## config.mk

```make
export PLATFORM = sky130hd
export DESIGN_NAME = reset_sequencer
export DESIGN_NICKNAME = d
export VERILOG_FILES = /design/src/rtl/reset_seq_pkg.sv /design/src/rtl/reset_sync_chain.sv /design/src/rtl/reset_sequencer.sv
export SDC_FILE = /design/constraint.sdc
export NUM_CORES = 1
export LEC_CHECK = 0
export BUFFER_PORTS_ARGS = -buffer_cell sky130_fd_sc_hd__buf_2
export CAP_MARGIN = 20
export CORE_MARGIN = 5
export CORE_UTILIZATION = 40
export DETAILED_ROUTE_END_ITERATION = 6
export SYNTH_ARGS = -nofsm -noshare
export SYNTH_HDL_FRONTEND = slang
export SYNTH_SLANG_ARGS = --single-unit
```

## constraint.sdc

```tcl
create_clock -name clk -period 1.7 [get_ports clk]
set_input_delay 0.17 -clock clk [delete_from_list [all_inputs] [get_ports clk]]
set_output_delay 0.17 -clock clk [all_outputs]
set_load 0.02 [all_outputs]
```

## src/rtl/reset_seq_pkg.sv

```systemverilog
// reset_seq_pkg: shared state encoding and width helpers for the reset sequencer
package reset_seq_pkg;

   typedef enum logic [1:0] {ASSERT, STRETCH, RELEASE, RUN} state_t;

   function automatic int clog2(input int v);
      int r;
      r = 1;
      while ((1 << r) < v) r++;
      return r;
   endfunction

   function automatic int cnt_width(input int s, input int g);
      return clog2((s > g ? s : g) + 1);
   endfunction

   function automatic int dom_width(input int n);
      return clog2(n + 1);
   endfunction

endpackage

```

## src/rtl/reset_sync_chain.sv

```systemverilog
// reset_sync_chain: async-set flop chain that synchronizes reset deassertion to clk
module reset_sync_chain #(
   parameter int SYNC_STAGES = 3
) (
   input  logic clk,
   input  logic rst,
   output logic rst_sync
);

   logic [SYNC_STAGES-1:0] r_sync;

   // set immediately on rst, shift zeros in once rst is gone
   always_ff @(posedge clk or posedge rst)
      if (rst) r_sync <= '1;
      else     r_sync <= {r_sync[SYNC_STAGES-2:0], 1'b0};

   assign rst_sync = r_sync[SYNC_STAGES-1];

endmodule

```

## src/rtl/reset_sequencer.sv

```systemverilog
// reset_sequencer: async-assert reset with synchronized, stretched, in-order domain release and software reset handshake
module reset_sequencer
   import reset_seq_pkg::*;
#(
   parameter int SYNC_STAGES    = 3,
   parameter int STRETCH_CYCLES = 16,
   parameter int NUM_DOMAINS    = 2,
   parameter int DOMAIN_GAP     = 4
) (
   input  logic                   clk,
   input  logic                   rst,
   input  logic                   sw_rst_req,
   output logic                   sw_rst_ack,
   output logic [NUM_DOMAINS-1:0] rst_out,
   output logic                   rst_done
);

   localparam int CNT_W = cnt_width(STRETCH_CYCLES, DOMAIN_GAP);
   localparam int DOM_W = dom_width(NUM_DOMAINS);
   localparam logic [CNT_W-1:0] STRETCH_LAST = CNT_W'(STRETCH_CYCLES - 1);
   localparam logic [CNT_W-1:0] GAP_LAST     = CNT_W'(DOMAIN_GAP - 1);
   localparam logic [DOM_W-1:0] DOM_END      = DOM_W'(NUM_DOMAINS);

   state_t                 r_state, w_state;
   logic [CNT_W-1:0]       r_cnt, w_cnt;
   logic [DOM_W-1:0]       r_dom, w_dom;
   logic [NUM_DOMAINS-1:0] r_rst_out, w_rst_out;
   logic                   r_done, w_done;
   logic                   r_ack, w_ack;
   logic                   r_sw_flag, w_sw_flag;
   logic                   w_rst_sync;

   reset_sync_chain #(.SYNC_STAGES(SYNC_STAGES)) u_sync (
      .clk      (clk),
      .rst      (rst),
      .rst_sync (w_rst_sync)
   );

   // all sequencer state, with rst_out driven straight from async-set flops
   always_ff @(posedge clk or posedge rst)
      if (rst) begin
         r_state   <= ASSERT;
         r_cnt     <= '0;
         r_dom     <= '0;
         r_rst_out <= '1;
         r_done    <= 1'b0;
         r_ack     <= 1'b0;
         r_sw_flag <= 1'b0;
      end else begin
         r_state   <= w_state;
         r_cnt     <= w_cnt;
         r_dom     <= w_dom;
         r_rst_out <= w_rst_out;
         r_done    <= w_done;
         r_ack     <= w_ack;
         r_sw_flag <= w_sw_flag;
      end

   // next-state: releases shift a zero in from bit 0 so domains clear strictly in index order
   always_comb begin
      w_state   = r_state;
      w_cnt     = r_cnt;
      w_dom     = r_dom;
      w_rst_out = r_rst_out;
      w_done    = r_done;
      w_ack     = r_ack;
      w_sw_flag = r_sw_flag;
      case (r_state)
         ASSERT: begin
            if (!w_rst_sync) begin
               w_state = STRETCH;
               w_cnt   = '0;
            end
         end
         STRETCH: begin
            if (r_cnt == STRETCH_LAST) begin
               w_state   = RELEASE;
               w_cnt     = '0;
               w_dom     = DOM_W'(1);
               w_rst_out = r_rst_out << 1;
            end else w_cnt = r_cnt + 1'b1;
         end
         RELEASE: begin
            if (r_dom == DOM_END) begin
               w_state   = RUN;
               w_done    = 1'b1;
               w_ack     = r_sw_flag ? 1'b1 : r_ack;
               w_sw_flag = 1'b0;
            end else if (r_cnt == GAP_LAST) begin
               w_rst_out = r_rst_out << 1;
               w_dom     = r_dom + 1'b1;
               w_cnt     = '0;
            end else w_cnt = r_cnt + 1'b1;
         end
         RUN: begin
            if (sw_rst_req && !r_ack) begin
               w_state   = STRETCH;
               w_cnt     = '0;
               w_rst_out = '1;
               w_done    = 1'b0;
               w_sw_flag = 1'b1;
            end else if (r_ack && !sw_rst_req) w_ack = 1'b0;
         end
      endcase
   end

   assign rst_out    = r_rst_out;
   assign rst_done   = r_done;
   assign sw_rst_ack = r_ack;

endmodule

```

==> results.py, run 1 <==
metrics = {
    "setup_path": {
        "criticalPathCategory": "reg -> reg",
        "critPathRequiredTime_ns": 1.92,
        "max_stage_delay_ns": 0.37,
        "r2r_cells": 9,
        "crit_path_start_kind": "flip-flop",
        "slowest_stage": "dfrtp_1",
        "rr_endpoint": "rst_out[1]$_DFFE_PP1P_",
        "end_kind": "flip-flop",
        "arrival_ns": 1.98,
        "timing.rr.start": "r_cnt[0]$_DFFE_PP0P_",
        "r2r_setup_slack_ns": -0.07,
        "crit_path_max_fanout": 3,
        "crit_chain": "ha_2 -> nand3_2 -> inv_2 -> ha_1 -> nand2b_4 -> o21ai_2 -> a2111o_1 -> buf_6 -> mux2i_2",
    },
    "synthesis": {
        "synth.distinct_cells": 30,
        "synth.net_count": 104,
        "synth.avg_cell_area_um2": 10.4,
        "synth-edff-count": 0,
        "ys_async_sr_fraction_pct": 100,
        "synth.most_common_cell": "dfrtp_1",
        "synth_ff_type": "dfrtp_1",
        "synthesis.area_um2": 948,
        "yosysWarningCount": 0,
        "yosysTopAreaCell": "dfrtp_1",
        "synth.yosys.seq_area_share_pct": 45.5,
        "ys_ff_latch": 17,
        "yosys-top-cells-count": "dfrtp_1, ha_1, inv_1, o21ai_0, nand2_1",
        "synth_area_leaders": "dfrtp_1, dfstp_2, ha_1",
        "synth_top_area_share_pct": 31.7,
        "syn-instance-count": 91,
    },
    "grt": {
        "busiest_layer": "met2",
        "grt_usage_pct": 13.1,
        "grt_start_max_net_pins": 18,
        "use_met1_pct": 16.9,
        "antenna_found_initial": 0,
        "met3_usage_pct": 1.97,
        "gr-usage-met2_pct": 22.0,
        "grt-ovfl-total": 0,
        "first_global_vias": 783,
        "grt_pass1_wl_mm": 3.44,
    },
    "hold_path": {
        "hp-class": "in -> reg",
        "whs_endpoint": "sw_rst_ack$_DFFE_PP0P_",
        "min_path_cells": 3,
        "min_from": "sw_rst_req",
    },
    "timing": {
        "rsz0062_at_grt": "yes",
        "finalWorstSetupSlack_ns": -0.0669,
        "skew_ns": 0.00348,
        "setup_viol": 2,
        "min_period_ns": 1.77,
        "max_freq_ghz": 0.566,
        "fin_crit_sh_pct": 104,
        "final.setup.tns_ns": -0.116,
        "drv_slew": 0,
        "worst_pin_slew_ns": 0.660,
        "hold_viol": 0,
        "relSlewSlack_pct": 56.0,
    },
    "placement": {
        "gp_congestion": 0.797,
        "dp_hpwl_mm": 1.53,
        "placed_area_mm2": 0.00115,
        "portBuffers": 6,
    },
    "pwr": {
        "p_leak_uw": 0.000586,
        "power_density_mw_per_mm2": 1720,
        "vdd_drop_max_mv": 0.964,
    },
    "clocking": {
        "cts_root_buf": "clkbuf_4",
        "numCtsBuffers": 3,
        "htree_levels": 1,
        "clock_latency_ns": 0.29,
        "clk_path_buf_depth": 2,
        "cts_tree": "done",
        "clock_sinks": 17,
        "clk_pin_slew_worst_paths_ns": 0.10,
    },
    "drt": {
        "ant_nets": 0,
        "routed_wl_mm": 1.96,
        "viasPerCell": 5.15,
        "post_drt_wl_per_cell_um": 13.1,
        "drc": 0,
        "drt_iter0_drc": 19,
        "vias": 772,
        "dr.pass1.iters": 4,
    },
    "layout": {
        "design_area_mm2": 0.00124,
        "area_delta_synth_final_pct": 30.3,
        "fin_nets": 136,
        "diodes": 0,
        "drive_above_1_share_pct": 37.7,
    },
    "status": {
        "violations": "setup timing",
        "status": "complete, but fails checks",
    },
    "floorplanning": {
        "fp.dieW_um": 58.7,
        "core_area_mm2": 0.00223,
        "io_pins": 7,
        "start_util_pct": 42.5,
        "row_count": 17,
        "dieArea_mm2": 0.00345,
        "die_y_um": 58.7,
    },
    "flow_run": {
        "maxCapViolCount": 0,
    },
}
==> logic make-up after synthesis <==
| group | Yosys count | synth area share (%) |
|---|---|---|
| AO/OA/AOI/OAI | 23 | 16.8 |
| adder cells (fa/ha/maj) | 10 | 13.2 |
| buffers and inverters | 11 | 4.35 |
| flip-flops | 17 | 45.5 |
| multiplexers | 4 | 4.88 |
| other | 1 | 0.395 |
| AND/OR/NAND/NOR | 25 | 14.9 |
==> cell type report <==
cell class | count | area [µm²]
Inverter | 10 | 37.5
Multi-Input combinational cell | 63 | 504
Timing Repair Buffer | 28 | 201
Clock buffer | 4 | 26.3
Sequential cell | 17 | 432
Tap cell | 28 | 35.0
Fill cell | 205 | 997
==> power breakdown <==
group | total (µW) | switching [µW] | internal, µW
sequential | 622 | 83.0 | 539
clock | 220 | 128 | 91.2
combinational | 1280 | 623 | 656
total | 2120 | 834 | 1290
==> through the flow <==
stage,hold WS [ns],std cells,utilization [%],setup slack [ns],power (µW)
after CTS,0.129,149,54.7,-0.0635,2070
after detailed placement,0.309,142,51.5,-0.0620,1770
final,0.131,150,55.4,-0.0669,2120
after global routing,0.146,150,55.4,-0.147,2280
after global placement,0.281,142,51.5,-0.0389,1740
after floorplan,0.0924,91,-,-0.0628,1280
==> repair_timing <==
item,in CTS,in global routing
setup buffers,2,1
resized for setup,6,7
endpoints found under the hold margin,12,0
pin swaps,1,0
gates cloned,0,0
hold buffers,1,0
setup endpoints to repair,5,10
==> critical path: cells and delay by family (launching register included) <==
family	cells	cell delay, ns
mux	1	0.18
fa+ha+maj	2	0.33
compound gates	2	0.41
buf+inv	2	0.20
flops	1	0.37
simple gates	2	0.21
==> how the worst max path moves through the flow <==
stage / startpoint / end / slack (ns) / cells past startpoint
floorplan: r_cnt[0]$_DFFE_PP0P_ / rst_out[0]$_DFFE_PP1P_ / -0.06 / 8
global placement: r_cnt[1]$_DFFE_PP0P_ / rst_out[0]$_DFFE_PP1P_ / -0.04 / 8
detailed placement: r_cnt[0]$_DFFE_PP0P_ / rst_out[1]$_DFFE_PP1P_ / -0.06 / 9
CTS: r_cnt[0]$_DFFE_PP0P_ / rst_out[1]$_DFFE_PP1P_ / -0.06 / 9
global route: r_cnt[0]$_DFFE_PP0P_ / rst_out[1]$_DFFE_PP1P_ / -0.15 / 9
finish: r_cnt[0]$_DFFE_PP0P_ / rst_out[1]$_DFFE_PP1P_ / -0.07 / 9
==> placed cells by master, fill, tap and decap left out, types with 3 or more instances in the layout <==
master	Yosys	final
buf_2	0	6
buf_4	0	20
clkbuf_4	0	3
dfrtp_1	12	12
dfstp_2	5	5
ha_1	10	9
inv_1	10	9
nand2_1	7	7
nand2b_1	5	4
nand3_1	6	5
nor2_1	3	3
o21ai_0	10	7
o21ai_1	0	3
==> sequential cells by signal, indices dropped and copies added, names as in the netlist <==
| signal | cells |
|---|---|
| r_cnt | 5 |
| u_sync.r_sync | 3 |
| r_dom | 2 |
| r_state | 2 |
| rst_out | 2 |
| r_sw_flag | 1 |
| rst_done | 1 |
| sw_rst_ack | 1 |
==> routing by layer <==
metal	routed length (µm)	up-vias	part of all wire, %
met4	34	0	1.7
met2	930	7	47
met3	41	4	2.1
li1	-	383	-
met5	0	-	0
met1	954	378	49
Note: power is estimated with default switching activity, not from simulation.
==> run 2: changes to the inputs <==
- SYNTH_HIERARCHICAL: unset -> 1
==> results.py, run 2 <==
metrics = {
    "status": {
        "status": "complete, but fails checks",
        "violations": "setup timing",
    },
    "placement": {
        "gp_congestion": 0.694,
        "dp_hpwl_mm": 1.48,
        "portBuffers": 6,
        "pre_cts_ws_ns": -0.0469,
    },
    "grt": {
        "antenna_found_initial": 0,
        "grt-ovfl-total": 0,
        "grt_pass1_wl_mm": 3.51,
        "grt_start_max_net_pins": 15,
        "first_global_vias": 791,
        "grt_usage_pct": 13.3,
    },
    "pwr": {
        "vdd_drop_max_mv": 1.09,
        "p_leak_uw": 0.000580,
        "power_density_mw_per_mm2": 1710,
    },
    "clocking": {
        "numCtsBuffers": 3,
        "cts_tree": "done",
        "clk_pin_slew_worst_paths_ns": 0.11,
        "htree_levels": 1,
        "clock_latency_ns": 0.30,
        "cts_root_buf": "clkbuf_4",
        "clock_sinks": 17,
        "clk_path_buf_depth": 2,
    },
    "timing": {
        "drv_slew": 0,
        "max_freq_ghz": 0.571,
        "rsz0062_at_grt": "yes",
        "fin_crit_sh_pct": 103,
        "hold_viol": 0,
        "relSlewSlack_pct": 61.0,
        "setup_viol": 2,
        "skew_ns": 0.00451,
        "worst_hold_slack_ns": 0.127,
        "finalWorstSetupSlack_ns": -0.0521,
        "min_period_ns": 1.75,
        "worst_pin_slew_ns": 0.584,
    },
    "synthesis": {
        "synth.distinct_cells": 30,
        "synth.net_count": 108,
        "synthSimpleGateAreaFrac_pct": 14.7,
        "syn-instance-count": 95,
        "synthAdderAreaFrac_pct": 13.0,
        "synth-edff-count": 0,
        "synth_top_area_share_pct": 31.3,
        "synth.yosys.seq_area_share_pct": 44.9,
        "synth_xor_area_share_pct": 0,
        "synth_area_leaders": "dfrtp_1, dfstp_2, ha_1",
        "synth_compound_area_share_pct": 17.4,
        "ys_async_sr_fraction_pct": 100,
        "ys_ff_latch": 17,
        "synth_ff_type": "dfrtp_1",
        "synth_top_family_by_area": "compound AO/OA/AOI/OAI gates",
        "yosysWarningCount": 6,
        "synth.avg_cell_area_um2": 10.1,
        "synth_mux_area_share_pct": 4.82,
        "synthesis.area_um2": 961,
        "yosys-top-cells-count": "dfrtp_1, nand2_1, ha_1",
        "yosysTopAreaCell": "dfrtp_1",
    },
    "layout": {
        "final_common_cell": "buf_4",
        "largest-register": "r_cnt",
        "layout_common_cells": "buf_4, nand2_1, dfrtp_1",
        "fin_nets": 131,
        "largest_reg_flops": 5,
        "drive_above_1_share_pct": 38.5,
        "area_delta_synth_final_pct": 28.9,
        "diodes": 0,
        "biggestRegsByFlops": "r_cnt: 5 flops, u_sync/r_sync: 3 flops",
    },
    "floorplanning": {
        "start_util_pct": 42.6,
        "core_area_mm2": 0.00225,
        "io_pins": 7,
        "row_count": 17,
        "die_y_um": 59.0,
        "fp.dieW_um": 59.0,
        "dieArea_mm2": 0.00348,
    },
    "setup_path": {
        "crit_path_start_kind": "flip-flop",
        "critPathRequiredTime_ns": 1.94,
        "arrival_ns": 1.99,
        "cp_top_family": "flip-flops",
        "end_kind": "flip-flop",
        "criticalPathCategory": "reg -> reg",
        "crit_path_max_fanout": 3,
        "slowest_stage": "dfrtp_1",
        "r2r_setup_slack_ns": -0.05,
        "crit_chain": "ha_4 -> nand3_2 -> inv_2 -> ha_4 -> nand2b_4 -> o21ai_4 -> a2111o_1 -> mux2_4",
        "crit_buf_inv": 1,
        "max_stage_delay_ns": 0.42,
        "cp_common_cell": "ha_4",
    },
    "drt": {
        "routed_wl_mm": 2.03,
        "dr.pass1.iters": 4,
        "post_drt_wl_per_cell_um": 14.0,
        "ant_nets": 0,
        "drc": 0,
        "drt_iter0_drc": 14,
        "vias": 747,
        "viasPerCell": 5.15,
    },
    "flow_run": {
        "maxCapViolCount": 0,
    },
    "hold_path": {
        "hp-class": "in -> reg",
    },
}
-- run 2: cell types whose count changed after synthesis, sizes merged, moves of 3 or more --
cell and change:
a21oi +5, nand2 +5, nand2b -3, o21ai -3
-- run 2: final cells by class --
cell class / instances / area, µm²
clock buffer: 3 / 22.5
inverter: 9 / 33.8
multi-input combinational: 66 / 566
clock inverter: 1 / 5.00
fill: 216 / 1020
timing repair buffer: 21 / 145
tap: 28 / 35.0
sequential: 17 / 432
-- run 2: timing repair --
action,4_1_cts,5_1_grt
pin swaps,0,0
hold buffers,1,0
resized for setup,0,5
setup buffers,1,1
hold endpoints to repair,15,0
endpoints found under the setup margin,2,6
-- run 2: worst register-to-register path, delay by kind of cell (launching register included) --
family / cells / cell delay [ns]
compound gates: 2 / 0.39
mux: 1 / 0.31
fa+ha+maj: 2 / 0.28
buf+inv: 1 / 0.08
flops: 1 / 0.42
simple gates: 2 / 0.22
-- run 2: cells by family (layout without fill, tap and decap cells) --
family                   after synthesis  count (layout)
multiplexers                           4               4
flip-flops                            17              17
other                                  1               1
adder cells (fa/ha/maj)               10              10
buffers and inverters                 12              34
AND/OR/NAND/NOR                       26              26
AO/OA/AOI/OAI                         25              25
-- run 2: path summary, 6_finish.rpt --
kind / startpoint / endpoint / depth (start not counted)
min in group asynchronous: rst / u_sync/r_sync[0]$_DFF_PP1_ / 3
max in group asynchronous: rst / rst_out[1]$_DFFE_PP1P_ / 3
worst min-delay path: sw_rst_req / sw_rst_ack$_DFFE_PP0P_ / 3
worst min register to register: u_sync/r_sync[0]$_DFF_PP1_ / u_sync/r_sync[1]$_DFF_PP1_ / 0
worst max-delay path: r_cnt[1]$_DFFE_PP0P_ / rst_out[0]$_DFFE_PP1P_ / 8
worst max register to register: r_cnt[1]$_DFFE_PP0P_ / rst_out[0]$_DFFE_PP1P_ / 8
-- run 2: power breakdown --
part           leakage [µW]  switching [µW]  internal (µW)
logic              0.000360             613            618
clock network     0.0000177             140           87.6
registers          0.000201             105            549
-- run 2: per-stage QoR --
step / area, µm² / util (%) / total power, µW / TNS [ns] / instances
global placement: 1160 / 51.3 / 1820 / -0.0186 / 138
CTS: 1200 / 53.3 / 2100 / -0.0668 / 144
floorplan: 1020 / - / 1460 / -0.0414 / 95
detailed placement: 1160 / 51.3 / 1860 / -0.0469 / 138
global route: 1240 / 54.9 / 2300 / -0.247 / 145
finish: 1240 / 54.9 / 2110 / -0.0582 / 145
-- run 2: per-layer routing --
metal / vias up / track usage (%) / part of all wire, %
li1: 374 / - / -
met1: 363 / 16.4 / 46
met2: 8 / 22.9 / 50
met3: 2 / 2.40 / 2.7
met4: 0 / 4.85 / 0.79
met5: - / 0 / 0
==> run 3: changes to the inputs <==
- SLEW_MARGIN: unset -> 30
- clock period: 1.7 -> 2.2 ns (I/O delays scaled with it)
==> results.py, run 3 (same netlist as run 2, synthesis figures left out) <==
metrics = {
    "status": {
        "status": "finished clean",
    },
    "layout": {
        "fin_cells": 133,
        "diodes": 0,
        "area_delta_synth_final_pct": 11.1,
        "biggestRegsByFlops": "r_cnt: 5 flops, u_sync/r_sync: 3 flops",
        "largest-register": "r_cnt",
        "largest_reg_flops": 5,
        "drive_above_1_share_pct": 21.0,
        "layout_common_cells": "nand2_1, dfrtp_1, ha_1",
        "fin_nets": 119,
        "design_area_mm2": 0.00107,
    },
    "drt": {
        "vias": 682,
        "post_drt_wl_per_cell_um": 12.4,
        "drc": 0,
        "routed_wl_mm": 1.65,
        "viasPerCell": 5.13,
        "drt_iter0_drc": 6,
        "ant_nets": 0,
        "dr.pass1.iters": 4,
    },
    "floorplanning": {
        "start_util_pct": 42.6,
        "core_area_mm2": 0.00225,
        "io_pins": 7,
        "row_count": 17,
        "dieArea_mm2": 0.00348,
        "fp.dieW_um": 59.0,
        "die_y_um": 59.0,
    },
    "setup_path": {
        "max_stage_delay_ns": 0.45,
        "timing.rr.start": "r_cnt[0]$_DFFE_PP0P_",
        "r2r_setup_slack_ns": 0.21,
        "critPathRequiredTime_ns": 2.43,
        "criticalPathCategory": "reg -> reg",
        "crit_path_start_kind": "flip-flop",
        "crit_path_max_fanout": 6,
        "r2r_cells": 8,
        "crit_chain": "ha_1 -> nand3_1 -> inv_1 -> ha_1 -> nand2b_1 -> o21ai_2 -> a2111o_1 -> mux2_4",
        "rr_endpoint": "rst_out[0]$_DFFE_PP1P_",
        "cp_common_cell": "ha_1",
        "arrival_ns": 2.22,
        "end_kind": "flip-flop",
        "slowest_stage": "a2111o_1",
    },
    "hold_path": {
        "hp-class": "in -> reg",
        "whs_endpoint": "sw_rst_ack$_DFFE_PP0P_",
        "min_from": "sw_rst_req",
        "min_path_cells": 3,
    },
    "timing": {
        "drv_slew": 0,
        "fin_crit_sh_pct": 90.6,
        "max_freq_ghz": 0.501,
        "relSlewSlack_pct": 63.7,
        "min_period_ns": 1.99,
        "hold_viol": 0,
        "rsz0062_at_grt": "no",
        "skew_ns": 0.00126,
        "worst_hold_slack_ns": 0.189,
        "setup_viol": 0,
        "final.setup.tns_ns": 0,
        "worst_pin_slew_ns": 0.544,
    },
    "grt": {
        "first_global_vias": 697,
        "grt_pass1_wl_mm": 3.02,
        "grt_start_max_net_pins": 15,
        "antenna_found_initial": 0,
        "grt_usage_pct": 11.3,
        "grt-ovfl-total": 0,
    },
    "flow_run": {
        "maxCapViolCount": 0,
    },
    "clocking": {
        "clock_latency_ns": 0.28,
        "cts_resized": 0,
        "numCtsBuffers": 3,
        "clock_sinks": 17,
        "clk_pin_slew_worst_paths_ns": 0.10,
        "cts_root_buf": "clkbuf_4",
        "cts_tree": "done",
        "htree_levels": 1,
        "clk_path_buf_depth": 2,
    },
    "placement": {
        "portBuffers": 6,
        "dp_hpwl_mm": 1.29,
        "gp_congestion": 0.767,
        "placed_area_mm2": 0.00103,
        "place_inst": 128,
    },
    "pwr": {
        "power_density_mw_per_mm2": 1290,
        "p_leak_uw": 0.000514,
        "vdd_drop_max_mv": 0.753,
    },
}
## run 3: where the power goes
part | total [µW] | switching [µW] | internal (µW)
Sequential | 497 | 72.7 | 424
Clock | 168 | 101 | 67.5
Combinational | 708 | 400 | 308
Total | 1370 | 573 | 800
## run 3: layout make-up
class                   count  area [µm²]
clock buffers               3        22.5
clock inverters             1        5.00
fillers                   221        1190
inverters                   9        33.8
multi-input cells          66         484
flip-flops and latches     17         432
well taps                  28        35.0
repair buffers              9        55.1
## run 3: through the flow
| step | worst slack [ns] | power [µW] | util [%] |
|---|---|---|---|
| 4_1_cts | 0.182 | 1390 | 47.3 |
| 3_3_place_gp | 0.195 | 1200 | 45.7 |
| 6_report | 0.206 | 1370 | 47.3 |
| 5_1_grt | 0.0690 | 1500 | 47.3 |
| 3_5_place_dp | 0.209 | 1210 | 45.7 |
| 2_1_floorplan | 0.271 | 1030 | - |
## run 3: critical path, delay by kind of cell (launching register included)
kind            cells  cell delay (ns)
flops               1             0.41
compound gates      2             0.55
fa+ha+maj           2             0.33
buf+inv             1             0.07
mux                 1             0.31
simple gates        2             0.25
## run 3: timing repair
| item | CTS | global route |
|---|---|---|
| hold buffers | 1 | 0 |
| setup buffers | 0 | 0 |
| hold endpoints to repair | 15 | 0 |
## run 3: metal layers
layer | wire, µm | up-vias | GRT usage, % | part of all wire (%)
li1 | - | 351 | - | -
met1 | 816 | 319 | 15.0 | 49
met2 | 782 | 10 | 18.5 | 47
met3 | 46 | 2 | 1.96 | 2.8
met4 | 8 | 0 | 3.88 | 0.48
met5 | 0 | - | 0 | 0
## run 3: how the worst max path moves through the flow
| stage | startpoint | end | slack, ns | depth (start not counted) |
|---|---|---|---|---|
| floorplan | r_state[0]$_DFFE_PP0P_ | r_state[1]$_DFFE_PP0P_ | 0.27 | 7 |
| CTS | r_state[0]$_DFFE_PP0P_ | r_state[1]$_DFFE_PP0P_ | 0.18 | 6 |
| global route | r_state[0]$_DFFE_PP0P_ | r_state[1]$_DFFE_PP0P_ | 0.07 | 6 |
| finish | r_cnt[0]$_DFFE_PP0P_ | rst_out[0]$_DFFE_PP1P_ | 0.21 | 8 |
| detailed placement | r_state[0]$_DFFE_PP0P_ | r_state[1]$_DFFE_PP0P_ | 0.21 | 6 |
| global placement | r_state[0]$_DFFE_PP0P_ | r_state[1]$_DFFE_PP0P_ | 0.20 | 6 |
